### src/rtl/mips_pkg.sv
// Shared MIPS datapath types and constants for the writeback register file slice.
package mips_pkg;

    localparam int unsigned WORD_W     = 32;
    localparam int unsigned REG_ADDR_W = 5;

    typedef logic [WORD_W-1:0]     word_t;
    typedef logic [REG_ADDR_W-1:0] reg_addr_t;

    localparam reg_addr_t  REG_ZERO    = '0;
    localparam logic [3:0] DBG_WEN_ALL = 4'b1111;
    localparam logic [3:0] DBG_WEN_OFF = 4'b0000;

endpackage

### src/rtl/writeback_regfile_if.sv
// W-stage write, D-stage read, HI/LO and commit-trace signals of the register file.
interface writeback_regfile_if #(
    parameter int unsigned DATA_W = 32,
    parameter int unsigned ADDR_W = 5
);
    logic              WriteRegEnWIn;
    logic [ADDR_W-1:0] WriteRegWIn;
    logic [DATA_W-1:0] ResultWIn;
    logic              HIWriteEnWIn;
    logic              LOWriteEnWIn;
    logic [DATA_W-1:0] ALUHIWIn;
    logic [DATA_W-1:0] ALULOWIn;
    logic [ADDR_W-1:0] RsAddrD;
    logic [ADDR_W-1:0] RtAddrD;
    logic [DATA_W-1:0] RsDataD;
    logic [DATA_W-1:0] RtDataD;
    logic [DATA_W-1:0] HIDataE;
    logic [DATA_W-1:0] LODataE;
    logic [3:0]        DebugWenW;
    logic [ADDR_W-1:0] DebugWnumW;
    logic [DATA_W-1:0] DebugWdataW;

    modport master (
        output WriteRegEnWIn, WriteRegWIn, ResultWIn,
        output HIWriteEnWIn, LOWriteEnWIn, ALUHIWIn, ALULOWIn,
        output RsAddrD, RtAddrD,
        input  RsDataD, RtDataD, HIDataE, LODataE,
        input  DebugWenW, DebugWnumW, DebugWdataW
    );

    modport slave (
        input  WriteRegEnWIn, WriteRegWIn, ResultWIn,
        input  HIWriteEnWIn, LOWriteEnWIn, ALUHIWIn, ALULOWIn,
        input  RsAddrD, RtAddrD,
        output RsDataD, RtDataD, HIDataE, LODataE,
        output DebugWenW, DebugWnumW, DebugWdataW
    );
endinterface

### src/rtl/writeback_regfile_hilo_reg.sv
// HI/LO special registers with independent write enables.
// WB_REGFILE_BYPASS_EN: reads forward same-cycle write data.
module hilo_reg #(
    parameter int unsigned DATA_W = 32
) (
    input  logic              clk,
    input  logic              reset,
    input  logic              hi_we,
    input  logic              lo_we,
    input  logic [DATA_W-1:0] hi_wdata,
    input  logic [DATA_W-1:0] lo_wdata,
    output logic [DATA_W-1:0] hi_out_c,
    output logic [DATA_W-1:0] lo_out_c
);

    logic [DATA_W-1:0] hi_q;
    logic [DATA_W-1:0] lo_q;

    always_ff @(posedge clk or negedge reset) begin
        if (!reset) begin
            hi_q <= '0;
            lo_q <= '0;
        end else begin
            if (hi_we) hi_q <= hi_wdata;
            if (lo_we) lo_q <= lo_wdata;
        end
    end

`ifdef WB_REGFILE_BYPASS_EN
    assign hi_out_c = hi_we ? hi_wdata : hi_q;
    assign lo_out_c = lo_we ? lo_wdata : lo_q;
`else
    assign hi_out_c = hi_q;
    assign lo_out_c = lo_q;
`endif

endmodule

### src/rtl/writeback_regfile.sv
// MIPS GPR file with W-stage write port, two combinational D-stage read ports,
// HI/LO registers and a registered commit trace. WB_REGFILE_BYPASS_EN adds W->D forwarding.
module writeback_regfile
    import mips_pkg::*;
#(
    parameter int unsigned DATA_W = WORD_W,
    parameter int unsigned ADDR_W = REG_ADDR_W
) (
    input logic                clk,
    input logic                reset,
    writeback_regfile_if.slave bus
);

    localparam int unsigned NREG = 1 << ADDR_W;

    logic [DATA_W-1:0] gpr [NREG];
    logic              gpr_we_c;
    logic [DATA_W-1:0] rs_data_c;
    logic [DATA_W-1:0] rt_data_c;
    logic [3:0]        dbg_wen;
    logic [ADDR_W-1:0] dbg_wnum;
    logic [DATA_W-1:0] dbg_wdata;

    // Writes to r0 are dropped so that entry stays at its reset value of zero.
    assign gpr_we_c = bus.WriteRegEnWIn && (bus.WriteRegWIn != ADDR_W'(REG_ZERO));

    always_ff @(posedge clk or negedge reset) begin
        if (!reset) begin
            for (int i = 0; i < int'(NREG); i++) gpr[i] <= '0;
        end else if (gpr_we_c) begin
            gpr[bus.WriteRegWIn] <= bus.ResultWIn;
        end
    end

    always_comb begin
        rs_data_c = '0;
        rt_data_c = '0;
        if (bus.RsAddrD != ADDR_W'(REG_ZERO)) rs_data_c = gpr[bus.RsAddrD];
        if (bus.RtAddrD != ADDR_W'(REG_ZERO)) rt_data_c = gpr[bus.RtAddrD];
`ifdef WB_REGFILE_BYPASS_EN
        // gpr_we_c already excludes r0, so forwarding never makes r0 non-zero.
        if (gpr_we_c && (bus.WriteRegWIn == bus.RsAddrD)) rs_data_c = bus.ResultWIn;
        if (gpr_we_c && (bus.WriteRegWIn == bus.RtAddrD)) rt_data_c = bus.ResultWIn;
`endif
    end

    assign bus.RsDataD = rs_data_c;
    assign bus.RtDataD = rt_data_c;

    // Commit trace: one cycle after an accepted GPR write.
    always_ff @(posedge clk or negedge reset) begin
        if (!reset) begin
            dbg_wen   <= DBG_WEN_OFF;
            dbg_wnum  <= '0;
            dbg_wdata <= '0;
        end else begin
            dbg_wen   <= gpr_we_c ? DBG_WEN_ALL : DBG_WEN_OFF;
            dbg_wnum  <= bus.WriteRegWIn;
            dbg_wdata <= bus.ResultWIn;
        end
    end

    assign bus.DebugWenW   = dbg_wen;
    assign bus.DebugWnumW  = dbg_wnum;
    assign bus.DebugWdataW = dbg_wdata;

    hilo_reg #(
        .DATA_W (DATA_W)
    ) u_hilo (
        .clk      (clk),
        .reset    (reset),
        .hi_we    (bus.HIWriteEnWIn),
        .lo_we    (bus.LOWriteEnWIn),
        .hi_wdata (bus.ALUHIWIn),
        .lo_wdata (bus.ALULOWIn),
        .hi_out_c (bus.HIDataE),
        .lo_out_c (bus.LODataE)
    );

endmodule
### src/flat_wrapper.sv
// flat-port wrapper written by rule: the top's interface ports become plain ports
module writeback_regfile_flat import mips_pkg::*;
#(
    parameter int unsigned DATA_W = WORD_W,
    parameter int unsigned ADDR_W = REG_ADDR_W
)
  (clk, reset, bus_WriteRegEnWIn, bus_WriteRegWIn, bus_ResultWIn, bus_HIWriteEnWIn, bus_LOWriteEnWIn, bus_ALUHIWIn, bus_ALULOWIn, bus_RsAddrD, bus_RtAddrD, bus_RsDataD, bus_RtDataD, bus_HIDataE, bus_LODataE, bus_DebugWenW, bus_DebugWnumW, bus_DebugWdataW);
  writeback_regfile_if #(.DATA_W(DATA_W), .ADDR_W(ADDR_W)) bus_i ();
  input logic clk;
  input logic reset;
  input wire logic [$bits(bus_i.WriteRegEnWIn)-1:0] bus_WriteRegEnWIn;
  input wire logic [$bits(bus_i.WriteRegWIn)-1:0] bus_WriteRegWIn;
  input wire logic [$bits(bus_i.ResultWIn)-1:0] bus_ResultWIn;
  input wire logic [$bits(bus_i.HIWriteEnWIn)-1:0] bus_HIWriteEnWIn;
  input wire logic [$bits(bus_i.LOWriteEnWIn)-1:0] bus_LOWriteEnWIn;
  input wire logic [$bits(bus_i.ALUHIWIn)-1:0] bus_ALUHIWIn;
  input wire logic [$bits(bus_i.ALULOWIn)-1:0] bus_ALULOWIn;
  input wire logic [$bits(bus_i.RsAddrD)-1:0] bus_RsAddrD;
  input wire logic [$bits(bus_i.RtAddrD)-1:0] bus_RtAddrD;
  output wire logic [$bits(bus_i.RsDataD)-1:0] bus_RsDataD;
  output wire logic [$bits(bus_i.RtDataD)-1:0] bus_RtDataD;
  output wire logic [$bits(bus_i.HIDataE)-1:0] bus_HIDataE;
  output wire logic [$bits(bus_i.LODataE)-1:0] bus_LODataE;
  output wire logic [$bits(bus_i.DebugWenW)-1:0] bus_DebugWenW;
  output wire logic [$bits(bus_i.DebugWnumW)-1:0] bus_DebugWnumW;
  output wire logic [$bits(bus_i.DebugWdataW)-1:0] bus_DebugWdataW;
  assign bus_i.WriteRegEnWIn = bus_WriteRegEnWIn;
  assign bus_i.WriteRegWIn = bus_WriteRegWIn;
  assign bus_i.ResultWIn = bus_ResultWIn;
  assign bus_i.HIWriteEnWIn = bus_HIWriteEnWIn;
  assign bus_i.LOWriteEnWIn = bus_LOWriteEnWIn;
  assign bus_i.ALUHIWIn = bus_ALUHIWIn;
  assign bus_i.ALULOWIn = bus_ALULOWIn;
  assign bus_i.RsAddrD = bus_RsAddrD;
  assign bus_i.RtAddrD = bus_RtAddrD;
  assign bus_RsDataD = bus_i.RsDataD;
  assign bus_RtDataD = bus_i.RtDataD;
  assign bus_HIDataE = bus_i.HIDataE;
  assign bus_LODataE = bus_i.LODataE;
  assign bus_DebugWenW = bus_i.DebugWenW;
  assign bus_DebugWnumW = bus_i.DebugWnumW;
  assign bus_DebugWdataW = bus_i.DebugWdataW;
  writeback_regfile #(.DATA_W(DATA_W), .ADDR_W(ADDR_W)) u_core (.clk(clk), .reset(reset), .bus(bus_i));
endmodule
### config.mk
export PLATFORM = sky130hd
export DESIGN_NAME = writeback_regfile_flat
export DESIGN_NICKNAME = d
export VERILOG_FILES = /design/src/rtl/mips_pkg.sv /design/src/rtl/writeback_regfile_if.sv /design/src/rtl/writeback_regfile_hilo_reg.sv /design/src/rtl/writeback_regfile.sv /design/src/flat_wrapper.sv
export SDC_FILE = /design/constraint.sdc
export NUM_CORES = 2
export LEC_CHECK = 0
export ABC_AREA = 1
export CAP_MARGIN = 25
export CELL_PAD_IN_SITES_DETAIL_PLACEMENT = 1
export CELL_PAD_IN_SITES_GLOBAL_PLACEMENT = 1
export CORE_UTILIZATION = 40
export DETAILED_ROUTE_END_ITERATION = 7
export HOLD_SLACK_MARGIN = 0.05
export MAX_ROUTING_LAYER = met4
export PLACE_DENSITY_LB_ADDON = 0.1
export SLEW_MARGIN = 15
export SYNTH_ARGS = -nofsm -noshare
export SYNTH_HDL_FRONTEND = slang
export SYNTH_HIERARCHICAL = 1
export SYNTH_SLANG_ARGS = --single-unit
### constraint.sdc
create_clock -name clk -period 2.43 [get_ports clk]
set_input_delay 0.486 -clock clk [delete_from_list [all_inputs] [get_ports clk]]
set_output_delay 0.486 -clock clk [all_outputs]
set_load 0.01 [all_outputs]
Word level (Yosys, flattened, before mapping)
Index checks and enable logic that the tools add are counted.

word-level totals
  register bits = 1129

cells by class
  magnitude comparators = 4
  multiplexer cells = 12
  bitwise logic cells = 3
  reduce and logical (&&, ||, !) cells = 5

operators by type and width
  operator            count
  $bwmux 1024         1
  $bmux 32 s5         2
  $mux 32             7
  $demux 32 s5        1
  $ge 6x6->1 const B  3
  $not 5->6           3
  $reduce_bool 5->1   3
  $lt 6x1->1 const B  1
  $mux 4              1
  $logic_and 1x1->1   2

Depth between registers and ports, before layout
  depth after elaboration = 6
  mapped depth = 13
  mapped depth without buffers = 9

Modules after synthesis
Netlist, hierarchy kept.

by module, submodules not included
  module             instances  cells an instance  area an instance (µm²)
  writeback_regfile  1          8330               57357.5
  hilo_reg           1          272                2558.7

Worst setup path after synthesis
No wires, ideal clock.

  path type = input-to-output
  from = input bus_RtAddrD[0]
  to = output bus_RtDataD[10]
  data arrival time = 1882 ps
  required time = 1944 ps
  slack = 62 ps
  stages on the path = 13
  path buffers = 4
  cell sequence = buf_2 -> inv_1 -> buf_2 -> buf_2 -> clkbuf_1 -> nand2_1 -> nand3_1 -> nand3_1 -> nand2_1 -> nand2_1 -> nand3_1 -> nand2_1 -> nor2_1

on the way
  cells in the longest elaborated chain, start to end = 5

RTL lines
  what                                         RTL line                 source
  start, declared                              flat_wrapper.sv:19       input wire logic [$bits(bus_i.RtAddrD)-1:0] bus_RtAddrD;
  $not 5->6 (not written as such)              writeback_regfile.sv:39  if (bus.RtAddrD != ADDR_W'(REG_ZERO)) rt_data_c = gpr[bus.RtAddrD];
  $bmux 32 s5                                  writeback_regfile.sv:39
  $mux 32 (not written as such) (2 in series)  writeback_regfile.sv:39
  $mux 32 *                                    writeback_regfile.sv:39
  end, declared                                flat_wrapper.sv:21       output wire logic [$bits(bus_i.RtDataD)-1:0] bus_RtDataD;

Mark *: on every way between the ends. The rest lies on a longest branch, timed or not. The select of a mux whose other input is x is not followed.

Final worst setup path
  from = input bus_RtAddrD[0]
  to = output bus_RtDataD[2]

Same word-level chain as after synthesis.

==> qor.csv <==
stage;metric;value;unit
status;status;complete, but fails checks;
status;failing checks;negative setup slack;
pwr;Power, Total;62.0;mW
setup_path;WP buf/inv;9;
pwr;P_leak;39.4;nW
sta;slew at the pin with the worst max-slew slack;643;ps
grt;Total GRT Usage;39.9;%
setup_path;Critical Path AT;2320;ps
cells_and_area;Non-Filler Instances;11300;
synthesis;Seq/Total Area, Yosys;47.0;%
run;maxcap violations;0;
synthesis;Mapped Nets;8718;
sta;unrepaired setup endpoints after global routing;yes;
hold_path;worst hold-check path type;in2reg;
synthesis;Cells after Synth;8602;
cells_and_area;Nets;9397;
drt;DRC;0;
cells_and_area;most frequent cells in the layout;nand2_1, dfrtp_1, nand3_1;
drt;vias;67700;
setup_path;worst r2r path cells;5;
grt;GRT Residual Overflow;0;
placement;area post-placement;70400;um^2
synthesis;Synthesis Warnings;6;
clocking;Skew-Pair Late Insertion Delay;780;ps
sta;fin. max-slew vios;0;
clocking;clk buf depth;3;
synthesis;#FFs+latches synth;1126;
sta;WHS;153;ps
sta;Worst Skew;0;ps
setup_path;CP Class;in2out;
clocking;Clock Pin Slew Worst Setup and Hold Paths;60;ps
drt;drt first-iter violations;6820;
synthesis;Syn Std Cell Area;59900;um^2
cells_and_area;layout cells sized above 1;23.0;%
floorplanning;Die H;389;um
floorplanning;die area;151000;um^2
placement;HPWL Detailed;188;mm
sta;slew margin rel.;57.1;%
setup_path;Critical R2R Launch;u_core/gpr[190];
setup_path;Worst path depth;17;
drt;Via-to-Cell Ratio;5.98;
setup_path;internal reg-to-reg setup slack;1350;ps
synthesis;Synth cell types;22;
sta;post-layout minimum cycle time;2810;ps
placement;PortBufs;284;
cells_and_area;commonest non-fill, non-tap cell in the layout;nand2_1;
setup_path;Worst EP required;1940;ps
drt;DR pass1 iterations;6;
floorplanning;die width;389;um
synthesis;average size of a mapped cell;6.97;um^2
grt;vias in the first global route;68700;
drt;Routed Wire Length;306;mm
setup_path;worst path cell trace;buf_16, buf_16, buf_4, buf_12, buf_12, buf_6, buf_8, nand2_1, nand3_2, nand2_1, nand2_1, nand2_1, nor2_1, nor2_2, nor2_4, buf_6, buf_6;
sta;final setup fails;64;
cells_and_area;post-route design area;83300;um^2
setup_path;CP delay by family, top;buffers and inverters;
floorplanning;core area;148000;um^2
sta;final setup TNS;-14390;ps
setup_path;Reg-to-Reg End;u_core/gpr[190];
sta;crit share post-route;115;%
cells_and_area;Finished Core Util;56.2;%
sta;Hold Vio Cnt, Final;0;
floorplanning;I/O pin count;285;
setup_path;crit-path max FO;6;
grt;initial antenna violation count;7;
setup_path;Worst Setup SP;bus_RtAddrD[0];
pwr;Pwr per Cell Area;745;nW/um^2
setup_path;CP Launch Type;input port;
setup_path;worst setup path endpoint;bus_RtDataD[2];
sta;max frequency;356;MHz
clocking;Sinks on Clock Net;1126;
grt;first-pass GRT wire length;443;mm
placement;routability congestion estimate;0.937;
drt;average wire per standard cell;27.0;um
sta;worst setup margin;-376;ps
setup_path;CP dominant cell by count;nand2_1;
floorplanning;# rows;141;
placement;placed cells;10800;
clocking;CTS tree;yes;
cells_and_area;synth-to-layout area growth;39.0;%
setup_path;Worst setup EP type;output port;
setup_path;Worst path max stage delay;160;ps
floorplanning;Initial Utilization;40.4;%
clocking;Num CTS Buffers;138;
setup_path;cell with the largest stage delay on the worst path;nor2_2;
pwr;worst IR drop on VDD;0.729;mV
grt;largest net degree at the start of global routing;85;
drt;antenna-violating nets left;0;
placement;Post-Place Worst Slack;-1070;ps
clocking;H-tree depth;4;
clocking;CTS Root Cell;clkbuf_16;
==> state kept, by name, summed over array words and instances (netlist names) <==
signal                  cells
u_core/u_hilo/hi_out_c     32
u_core/gpr               1024
u_core/u_hilo/lo_out_c     32
u_core/bus.DebugWnumW       5
u_core/bus.DebugWenW        1
u_core/bus.DebugWdataW     32
==> logic make-up after synthesis <==
logic type / Yosys count / share of synthesized area (%)
simple gates: 5346 / 36.6
compound gates: 1256 / 10.5
flops: 1126 / 47.0
buf+inv: 874 / 5.91
==> worst min-delay path by stage <==
| stage | from | to | slack, ps | depth (start not counted) |
|---|---|---|---|---|
| 2_1_floorplan | reset | u_core/bus.DebugWdataW[0] | 190 | 0 |
| 3_3_place_gp | u_core/gpr[1017] | u_core/gpr[1017] | 390 | 0 |
| 3_5_place_dp | u_core/gpr[993] | u_core/gpr[993] | 390 | 0 |
| 4_1_cts | bus_ResultWIn[13] | u_core/bus.DebugWdataW[13] | 130 | 1 |
| 5_1_grt | bus_ResultWIn[25] | u_core/bus.DebugWdataW[25] | 150 | 1 |
| 6_report | bus_ResultWIn[13] | u_core/bus.DebugWdataW[13] | 150 | 1 |
==> final cells by class <==
cell class	count	area, um^2
Antenna cell	5	12.5
Sequential cell	1126	28200
Tap cell	1930	2410
Clock buffer	204	4120
Inverter	97	469
Timing Repair inverter	3	61.3
Timing Repair Buffer	1313	15700
Multi-Input combinational cell	6602	31800
Clock inverter	42	492
Fill cell	17800	64900
==> per-layer routing <==
layer  GRT usage (%)  wire (um)  vias up
met1            50.3     121000    34100
met2            61.6     140000     3414
li1                -          -    29300
met4            18.7      16800        0
met3            7.93      28300      933
met5               -          0        -
==> Yosys cell counts (all sizes together) <==
master,number,area [um^2]
a21oi,292,1460
buf,185,941
clkbuf,592,2220
clkinv,4,15.0
dfrtp,1126,28200
inv,93,364
nand2,3542,13300
nand3,1379,6900
nor2,411,1550
nor3,13,90.1
nor4,1,21.3
o21ai,964,4820
==> what timing repair did <==
action / in CTS / in global routing
cloned: 36 / 24
resized for setup: 917 / 604
setup endpoints to repair: 64 / 64
endpoints found under the hold margin: 19 / 0
hold buffers: 1 / 0
pin swaps: 360 / 461
buffers inserted: 151 / 133
==> power breakdown <==
group	internal [mW]	switching, mW
Combinational	6.74	8.89
Sequential	22.1	2.92
Clock	12.4	8.95
Note: power is estimated with default switching activity, not from simulation.
